--- src/rtl/chunked_adder_if.sv ---
// Operand/result bundle between an operand source (master) and chunked_adder (slave).
interface chunked_adder_if #(
  parameter int WIDTH = 16
);
  logic             start;
  logic             sub;
  logic [WIDTH-1:0] a;
  logic [WIDTH-1:0] b;
  logic             c_in;
  logic             busy;
  logic             done;
  logic [WIDTH-1:0] s;
  logic             c_out;
  logic             ovf;

  modport master (output start, sub, a, b, c_in, input  busy, done, s, c_out, ovf);
  modport slave  (input  start, sub, a, b, c_in, output busy, done, s, c_out, ovf);
endinterface

--- src/rtl/chunked_adder.sv ---
// Multi-cycle adder/subtractor: adds CHUNK bits per clock, LSB chunk first,
// rippling the carry between cycles through carry_q.
module chunked_adder #(
  parameter int WIDTH = 16,
  parameter int CHUNK = 4
) (
  input  logic           clk,
  input  logic           rst_n,
  chunked_adder_if.slave bus
);
  localparam int N    = WIDTH / CHUNK;
  localparam int IDXW = (N > 1) ? $clog2(N) : 1;
  localparam logic [IDXW-1:0] LAST_IDX = IDXW'(N - 1);

  typedef enum logic [1:0] {IDLE, RUN, DONE} state_t;

  state_t           state_q, state_d;
  logic [WIDTH-1:0] opA_q, opA_d;
  logic [WIDTH-1:0] opB_q, opB_d;
  logic [WIDTH-1:0] work_q, work_d;
  logic [WIDTH-1:0] s_q, s_d;
  logic             carry_q, carry_d;
  logic             cOut_q, cOut_d;
  logic             ovf_q, ovf_d;
  logic [IDXW-1:0]  idx_q, idx_d;

  logic [CHUNK-1:0] chunkA;
  logic [CHUNK-1:0] chunkB;
  logic [CHUNK-1:0] chunkSum;
  logic             chunkCarry;
  logic             capture;

  always_comb begin
    chunkA = '0;
    chunkB = '0;
    for (int i = 0; i < N; i++) begin
      if (idx_q == IDXW'(i)) begin
        chunkA = opA_q[i*CHUNK +: CHUNK];
        chunkB = opB_q[i*CHUNK +: CHUNK];
      end
    end
    {chunkCarry, chunkSum} = {1'b0, chunkA} + {1'b0, chunkB} + {{CHUNK{1'b0}}, carry_q};
  end

  // Subtraction is folded in at capture time: B and the carry are stored already inverted.
  always_comb begin
    state_d = state_q;
    opA_d   = opA_q;
    opB_d   = opB_q;
    work_d  = work_q;
    s_d     = s_q;
    carry_d = carry_q;
    cOut_d  = cOut_q;
    ovf_d   = ovf_q;
    idx_d   = idx_q;
    capture = 1'b0;

    unique case (state_q)
      IDLE, DONE: begin
        capture = bus.start;
        state_d = bus.start ? RUN : IDLE;
      end
      RUN: begin
        for (int i = 0; i < N; i++) begin
          if (idx_q == IDXW'(i)) work_d[i*CHUNK +: CHUNK] = chunkSum;
        end
        carry_d = chunkCarry;
        idx_d   = idx_q + IDXW'(1);
        if (idx_q == LAST_IDX) begin
          state_d = DONE;
          idx_d   = '0;
          s_d     = work_d;
          cOut_d  = chunkCarry;
          // Carry into the MSB is recovered from the MSB's own sum bit.
          ovf_d   = chunkA[CHUNK-1] ^ chunkB[CHUNK-1] ^ chunkSum[CHUNK-1] ^ chunkCarry;
        end
      end
      default: state_d = IDLE;
    endcase

    if (capture) begin
      opA_d   = bus.a;
      opB_d   = bus.sub ? ~bus.b : bus.b;
      carry_d = bus.sub ? ~bus.c_in : bus.c_in;
      idx_d   = '0;
    end
  end

  always_ff @(posedge clk or negedge rst_n) begin
    if (!rst_n) begin
      state_q <= IDLE;
      opA_q   <= '0;
      opB_q   <= '0;
      work_q  <= '0;
      s_q     <= '0;
      carry_q <= 1'b0;
      cOut_q  <= 1'b0;
      ovf_q   <= 1'b0;
      idx_q   <= '0;
    end else begin
      state_q <= state_d;
      opA_q   <= opA_d;
      opB_q   <= opB_d;
      work_q  <= work_d;
      s_q     <= s_d;
      carry_q <= carry_d;
      cOut_q  <= cOut_d;
      ovf_q   <= ovf_d;
      idx_q   <= idx_d;
    end
  end

  assign bus.busy  = (state_q == RUN);
  assign bus.done  = (state_q == DONE);
  assign bus.s     = s_q;
  assign bus.c_out = cOut_q;
  assign bus.ovf   = ovf_q;
endmodule

--- src/flat_wrapper.sv ---
// flat-port wrapper written by rule: the top's interface ports become plain ports
module chunked_adder_flat 
#(
  parameter int WIDTH = 16,
  parameter int CHUNK = 4
)
  (clk, rst_n, bus_start, bus_sub, bus_a, bus_b, bus_c_in, bus_busy, bus_done, bus_s, bus_c_out, bus_ovf);
  chunked_adder_if #(.WIDTH(WIDTH)) bus_i ();
  input  logic clk;
  input  logic rst_n;
  input wire logic [$bits(bus_i.start)-1:0] bus_start;
  input wire logic [$bits(bus_i.sub)-1:0] bus_sub;
  input wire logic [$bits(bus_i.a)-1:0] bus_a;
  input wire logic [$bits(bus_i.b)-1:0] bus_b;
  input wire logic [$bits(bus_i.c_in)-1:0] bus_c_in;
  output wire logic [$bits(bus_i.busy)-1:0] bus_busy;
  output wire logic [$bits(bus_i.done)-1:0] bus_done;
  output wire logic [$bits(bus_i.s)-1:0] bus_s;
  output wire logic [$bits(bus_i.c_out)-1:0] bus_c_out;
  output wire logic [$bits(bus_i.ovf)-1:0] bus_ovf;
  assign bus_i.start = bus_start;
  assign bus_i.sub = bus_sub;
  assign bus_i.a = bus_a;
  assign bus_i.b = bus_b;
  assign bus_i.c_in = bus_c_in;
  assign bus_busy = bus_i.busy;
  assign bus_done = bus_i.done;
  assign bus_s = bus_i.s;
  assign bus_c_out = bus_i.c_out;
  assign bus_ovf = bus_i.ovf;
  chunked_adder #(.WIDTH(WIDTH), .CHUNK(CHUNK)) u_core (.clk(clk), .rst_n(rst_n), .bus(bus_i));
endmodule
--- config.mk ---
export PLATFORM = sky130hd
export DESIGN_NAME = chunked_adder_flat
export DESIGN_NICKNAME = d
export VERILOG_FILES = /design/src/rtl/chunked_adder_if.sv /design/src/rtl/chunked_adder.sv /design/src/flat_wrapper.sv
export SDC_FILE = /design/constraint.sdc
export NUM_CORES = 1
export LEC_CHECK = 0
export ABC_CLOCK_PERIOD_IN_PS = 3480
export CAP_MARGIN = 20
export CORE_UTILIZATION = 55
export CTS_BUF_LIST = sky130_fd_sc_hd__clkbuf_8
export CTS_CLUSTER_SIZE = 10
export DETAILED_ROUTE_END_ITERATION = 8
export PLACE_DENSITY_LB_ADDON = 0.25
export SLEW_MARGIN = 30
export SYNTH_ARGS = -nofsm -noshare
export SYNTH_HDL_FRONTEND = slang
export SYNTH_SLANG_ARGS = --single-unit
export TNS_END_PERCENT = 20
--- constraint.sdc ---
create_clock -name clk -period 3.48 [get_ports clk]
set_clock_uncertainty 0.2 [all_clocks]
set_input_delay 0.522 -clock clk [delete_from_list [all_inputs] [get_ports clk]]
set_output_delay 0.522 -clock clk [all_outputs]
set_load 0.1 [all_outputs]
==> results of run 1 <==
## layout make-up
class                           instances  area, um2  area share
Multi-Input combinational cell        207       1450       0.360
Inverter                                7       26.3     0.00650
Sequential cell                        67       1680       0.415
Tap cell                               72       90.1      0.0223
Timing Repair Buffer                   64        601       0.149
Clock buffer                           11        151      0.0375
Clock inverter                          4       42.5      0.0105
## what timing repair did
action | CTS | global route
resized for setup | 0 | 2
setup endpoints to repair | 0 | 2
hold buffers | 0 | 0
buffers inserted | 0 | 0
## worst max-delay path: stages, from the launching register on
cell and delay [ps]:
dfrtp_1 410, inv_1 90, ha_2 280, nor2b_4 100, a221oi_2 230, nor3_1 70, a21oi_1 250, fa_1 250
inv_1 60, fa_1 400, a21o_1 190, a21oi_1 270, xor2_1 180, o21ai_1 70
## flip-flops by register name (all words and copies together), names as in the netlist
register,flops
u_core.bus.ovf,1
u_core.opB_q,16
u_core.carry_q,1
u_core.opA_q,16
u_core.bus.c_out,1
u_core.idx_q,2
u_core.bus.s,16
u_core.work_q,12
u_core.state_q,2
## layer usage
metal  GRT usage  vias up  wire (um)
met5           0        -          0
met4       0.115        0        151
met3      0.0571       14        220
met2       0.376       61       3140
met1       0.301     1079       2830
li1            -     1130          -
## metrics by stage
step                utilization  std cells  instance area (um2)  worst slack, ps
finish                    0.716        432                 4040              290
global route              0.716        432                 4040             14.1
CTS                       0.715        432                 4040              205
detailed placement        0.681        417                 3840              205
global placement          0.681        417                 3840              402
floorplan                     -        301                 3290              478
## logic make-up (layout without fill, tap and decap cells)
kind of cell / after synthesis / in the layout / synth area share
flops: 67 / 67 / 0.509
compound gates: 72 / 72 / 0.130
xor+xnor: 20 / 20 / 0.0532
fa+ha+maj: 9 / 9 / 0.0387
simple gates: 81 / 81 / 0.115
buf+inv: 27 / 86 / 0.0524
mux: 25 / 25 / 0.101
## cell usage after synthesis (2+ instances only)
cell type	n	area [um2]
a21oi_1	9	45.0
a221oi_1	5	43.8
a221oi_2	2	30.0
buf_2	5	25.0
buf_4	5	37.5
buf_6	6	67.6
clkbuf_1	3	11.3
dfrtp_1	67	1680
fa_1	2	40.0
ha_1	7	87.6
inv_1	5	18.8
mux2_2	2	22.5
mux2_4	16	240
mux2i_1	6	60.1
nand2_1	57	214
nand2_2	3	18.8
nand3b_1	2	15.0
nor2b_1	8	50.1
nor3_1	2	10.0
nor3b_1	3	22.5
o21ai_0	45	225
o31ai_1	6	45.0
xnor2_1	19	166
## worst max-delay path by stage
stage,startpoint,to,slack [ps],cells after the start
3_3_place_gp,u_core.idx_q[0],u_core.bus.ovf,400,12
4_1_cts,u_core.idx_q[1],u_core.bus.ovf,210,13
5_1_grt,u_core.idx_q[1],u_core.bus.ovf,10,13
3_5_place_dp,u_core.idx_q[1],u_core.bus.ovf,210,13
2_1_floorplan,u_core.idx_q[0],u_core.bus.ovf,480,15
6_report,u_core.idx_q[1],u_core.bus.ovf,290,13
==> impl_metrics.env, run 1 <==
export IMPL_path_clk_slew_ps=70
export IMPL_numClockSinks=67
export IMPL_wl_per_cell_um=14.7
export IMPL_postSynthCellCount=301
export IMPL_r2r_slack_ps=290
export IMPL_clk_path_buf_depth=2
export IMPL_die_area_um2=6300
export IMPL_nFillCells=433
export IMPL_diodes=0
export IMPL_place_gp_congestion=0.874
export IMPL_reg2regPathDepth=13
export IMPL_die_y_um=79.4
export IMPL_syn2layout_area_growth_pct=22.6
export IMPL_rsz0062_at_grt="false"
export IMPL_layout_common_cells="dfrtp_1 (67), nand2_1 (57), clkdlybuf4s50_1 (49)"
export IMPL_drt_drc_violations_left=0
export IMPL_grt_use_total=0.236
export IMPL_cp_start_kind="register"
export IMPL_rows=27
export IMPL_core_area_um2=5640
export IMPL_vias=2284
export IMPL_critPathKind="register to register"
export IMPL_yosys_warnings=0
export IMPL_fmax_mhz=314
export IMPL_wl_mm=6.34
export IMPL_synth_area_per_cell_um2=10.9
export IMPL_final_common_cell="dfrtp_1"
export IMPL_drt_first_pass_iters=5
export IMPL_critical_path_endpoint_type="register"
export IMPL_seq_area_frac_synth=0.509
export IMPL_synth_seq_cells=67
export IMPL_cts_buffers=9
export IMPL_synth_ff_type="dfrtp_1"
export IMPL_fin_setup_tns_ps=0
export IMPL_grt_first_pass_wirelength_mm=11.0
export IMPL_min_period_ps=3190
export IMPL_grt_pass1_vias=2291
export IMPL_async_flop_share=1.00
export IMPL_grt_overflow_total=0
export IMPL_outcome="complete, no violations"
export IMPL_tightestPinTransition_ps=973
export IMPL_crit_arrival_ps=3200
export IMPL_portBuffers=56
export IMPL_fin_crit_sh=0.917
export IMPL_grt_max_degree=35
export IMPL_start_util=0.584
export IMPL_hold_path_class="input pin to asynchronous set/reset pin"
export IMPL_drive_gt1_frac=0.164
export IMPL_io_pins=57
export IMPL_hpwl_mm=4.70
export IMPL_setup_violations=0
export IMPL_clkLatencyLatePin_ps=340
export IMPL_drtIter0Drc=118
export IMPL_cts_tree="yes"
export IMPL_antenna_found_initial=0
export IMPL_synth_edf_count=0
export IMPL_hold_violations=0
export IMPL_slew_headroom=0.349
export IMPL_viasPerCell=5.29
export IMPL_synthesis_area_um2=3290
export IMPL_cp_required_ps=3490
export IMPL_slew_viol_final=0
export IMPL_r2r_end="u_core.bus.ovf"
export IMPL_hold_ws_ps=13.5
export IMPL_synth_distinct_cells=39
export IMPL_mappedNetlistNets=347
export IMPL_clock_root_buffer="clkbuf_8"
export IMPL_cts_htree_levels=3
export IMPL_maxCapViolCount=0
export IMPL_ant_nets=0
export IMPL_die_w_um=79.4
export IMPL_worst_path_max_fanout=7
export IMPL_num_nets_final=402
export IMPL_rr_startpoint="u_core.idx_q[1]"
Power of run 1 is left out: the tool's default activity adds up to more than one toggle a clock period on the data nets, which glitch-free logic cannot reach.
==> run 2: changes to the inputs <==
- ABC_AREA: unset -> 1
- CELL_PAD_IN_SITES_DETAIL_PLACEMENT: unset -> 1
- CELL_PAD_IN_SITES_GLOBAL_PLACEMENT: unset -> 1
- CORE_MARGIN: unset -> 2
- CORE_UTILIZATION: 55 -> 41
==> run 2 against run 1 <==
Register-to-register slack better by 140 ps. Wire length rose by 23%. Core utilization down 19 points. Area after synthesis is 1.8% lower. Sequential cell count unchanged. Worst setup slack improved by 140 ps. Critical endpoint is now u_core.work_q[6].
==> impl_metrics.env, run 2 <==
export IMPL_post_route_util=0.528
export IMPL_drt_first_pass_iters=4
export IMPL_yosys_area_share_xor_xnor=0.0433
export IMPL_hold_violations=0
export IMPL_worst_path_max_fanout=10
export IMPL_slew_viol_final=0
export IMPL_wl_mm=7.82
export IMPL_crit_chain="inv_1 > ha_1 > clkinv_1 > nor2_1 > o31ai_1 > o21ai_0 > fa_1 > inv_1 > fa_1 > inv_1 > nand2_1 > nand2_1 > inv_1 > nand2_1 > o21ai_0 > o21ai_0"
export IMPL_yosys_area_share_simple=0.167
export IMPL_portBuffers=56
export IMPL_synth_fa_ha_area_frac=0.0395
export IMPL_vias=2587
export IMPL_yosys_warnings=0
export IMPL_start_util=0.421
export IMPL_cts_hold_buf=0
export IMPL_num_nets_final=455
export IMPL_grt_pass1_vias=2718
export IMPL_wl_per_cell_um=15.1
export IMPL_fmax_mhz=328
export IMPL_setup_violations=0
export IMPL_synth_top_area_frac=0.518
export IMPL_cts_buffers=9
export IMPL_drt_drc_violations_left=0
export IMPL_async_flop_share=1.00
export IMPL_slew_headroom=0.349
export IMPL_core_area_um2=7690
export IMPL_rows=32
export IMPL_hold_ws_ps=43.8
export IMPL_grt_first_pass_wirelength_mm=13.2
export IMPL_fin_crit_sh=0.877
export IMPL_cts_resized=0
export IMPL_postSynthCellCount=354
export IMPL_drtIter0Drc=85
export IMPL_synth_common_cells="nand2_1 (109), dfrtp_1 (67), o21ai_0 (51)"
export IMPL_clk_path_buf_depth=2
export IMPL_clkLatencyLatePin_ps=340
export IMPL_synth_most_common_cell="nand2_1"
export IMPL_place_gp_congestion=0.817
export IMPL_maxCapViolCount=0
export IMPL_hpwl_mm=5.72
export IMPL_tightestPinTransition_ps=974
export IMPL_cp_required_ps=3530
export IMPL_clock_root_buffer="clkbuf_8"
export IMPL_fin_setup_tns_ps=0
export IMPL_hold_path_class="input pin to asynchronous set/reset pin"
export IMPL_synth_distinct_cells=26
export IMPL_critPathKind="register to register"
export IMPL_antenna_found_initial=0
export IMPL_yosysTopAreaCell="dfrtp_1"
export IMPL_layout_common_cells="nand2_1 (109), dfrtp_1 (67), o21ai_0 (51)"
export IMPL_synth_ff_type="dfrtp_1"
export IMPL_seq_area_frac_synth=0.518
export IMPL_drive_gt1_frac=0.128
export IMPL_min_period_ps=3050
export IMPL_cts_tree="yes"
export IMPL_rsz0062_at_grt="false"
export IMPL_cp_start_kind="register"
export IMPL_outcome="complete, no violations"
export IMPL_slowest_delay_ps=420
export IMPL_finalNonFillerCells=516
export IMPL_synth_compound_area_frac=0.118
export IMPL_mappedNetlistNets=400
export IMPL_die_w_um=92.8
export IMPL_cts_htree_levels=3
export IMPL_synthesis_area_um2=3230
export IMPL_synth_area_per_cell_um2=9.14
export IMPL_synth_mux_area_frac=0.0557
export IMPL_synth_top_family_by_area="simple AND/OR/NAND/NOR gates"
export IMPL_post_cts_setup_buffer_count=0
export IMPL_grt_use_total=0.195
export IMPL_die_area_um2=8620
export IMPL_numClockSinks=67
export IMPL_syn2layout_area_growth_pct=25.5
export IMPL_synth_area_leaders="dfrtp_1 (52%), nand2_1 (13%), o21ai_0 (7.9%), mux2_2 (5.6%), xnor2_1 (4.3%)"
export IMPL_grt_max_degree=52
export IMPL_synth_seq_cells=67
export IMPL_nFillCells=918
export IMPL_critPathSlowestCell="fa_1"
export IMPL_synth_edf_count=0
export IMPL_diodes=0
export IMPL_grt_overflow_total=0
export IMPL_cpMostUsedCell="inv_1"
export IMPL_ant_nets=0
export IMPL_viasPerCell=5.01
export IMPL_critical_path_endpoint_type="register"
export IMPL_final_common_cell="nand2_1"
export IMPL_die_y_um=92.8
export IMPL_path_clk_slew_ps=70
export IMPL_io_pins=57
export IMPL_crit_arrival_ps=3110
export IMPL_numPlacedInstances=500
-- run 2: final cells by class --
class / instances / area, um2 / share of cell area
clock inverters: 4 / 47.5 / 0.0117
repair buffers: 62 / 593 / 0.146
inverters: 21 / 78.8 / 0.0194
multi-input cells: 248 / 1370 / 0.337
flip-flops and latches: 67 / 1680 / 0.413
clock buffers: 12 / 165 / 0.0407
well taps: 102 / 128 / 0.0315
-- run 2: cell families after synthesis --
| group | after synthesis |
|---|---|
| AOI/OAI and AO/OA | 73 |
| DFF | 67 |
| buffers and inverters | 39 |
| muxes | 16 |
| xor gates and xnor gates | 16 |
| adders and majority gates | 9 |
| and+or+nand+nor | 134 |
-- run 2: final timing paths --
path	startpoint	to	slack [ps]	depth (start not counted)
max	u_core.idx_q[1]	u_core.work_q[6]	430	16
min	rst_n	u_core.bus.s[6]	40	1
max reg2reg	u_core.idx_q[1]	u_core.work_q[6]	430	16
min reg2reg	u_core.bus.s[12]	u_core.bus.s[12]	280	2
max in group asynchronous	rst_n	u_core.opB_q[13]	2370	2
min in group clk	u_core.bus.s[12]	u_core.bus.s[12]	280	2
-- run 2: critical path: cells and delay by family (launching register included) --
| family | cells | cell delay (ps) |
|---|---|---|
| adder cells (fa/ha/maj) | 3 | 820 |
| buffers and inverters | 5 | 580 |
| flip-flops | 1 | 400 |
| AO/OA/AOI/OAI | 4 | 520 |
| AND/OR/NAND/NOR | 4 | 450 |
-- run 2: layer usage --
layer / track usage / vias up / part of all wire
li1: - / 1258 / -
met1: 0.243 / 1266 / 0.44
met2: 0.344 / 53 / 0.51
met3: 0.0309 / 10 / 0.034
met4: 0.0686 / 0 / 0.013
met5: 0 / - / 0
-- run 2: stage by stage --
stage / cell area [um2] / worst slack [ps]
3_5_place_dp: 3840 / 437
5_1_grt: 4060 / 115
2_1_floorplan: 3230 / 672
6_report: 4060 / 429
4_1_cts: 4060 / 400
3_3_place_gp: 3840 / 589
Power of run 2 is left out for the same reason.
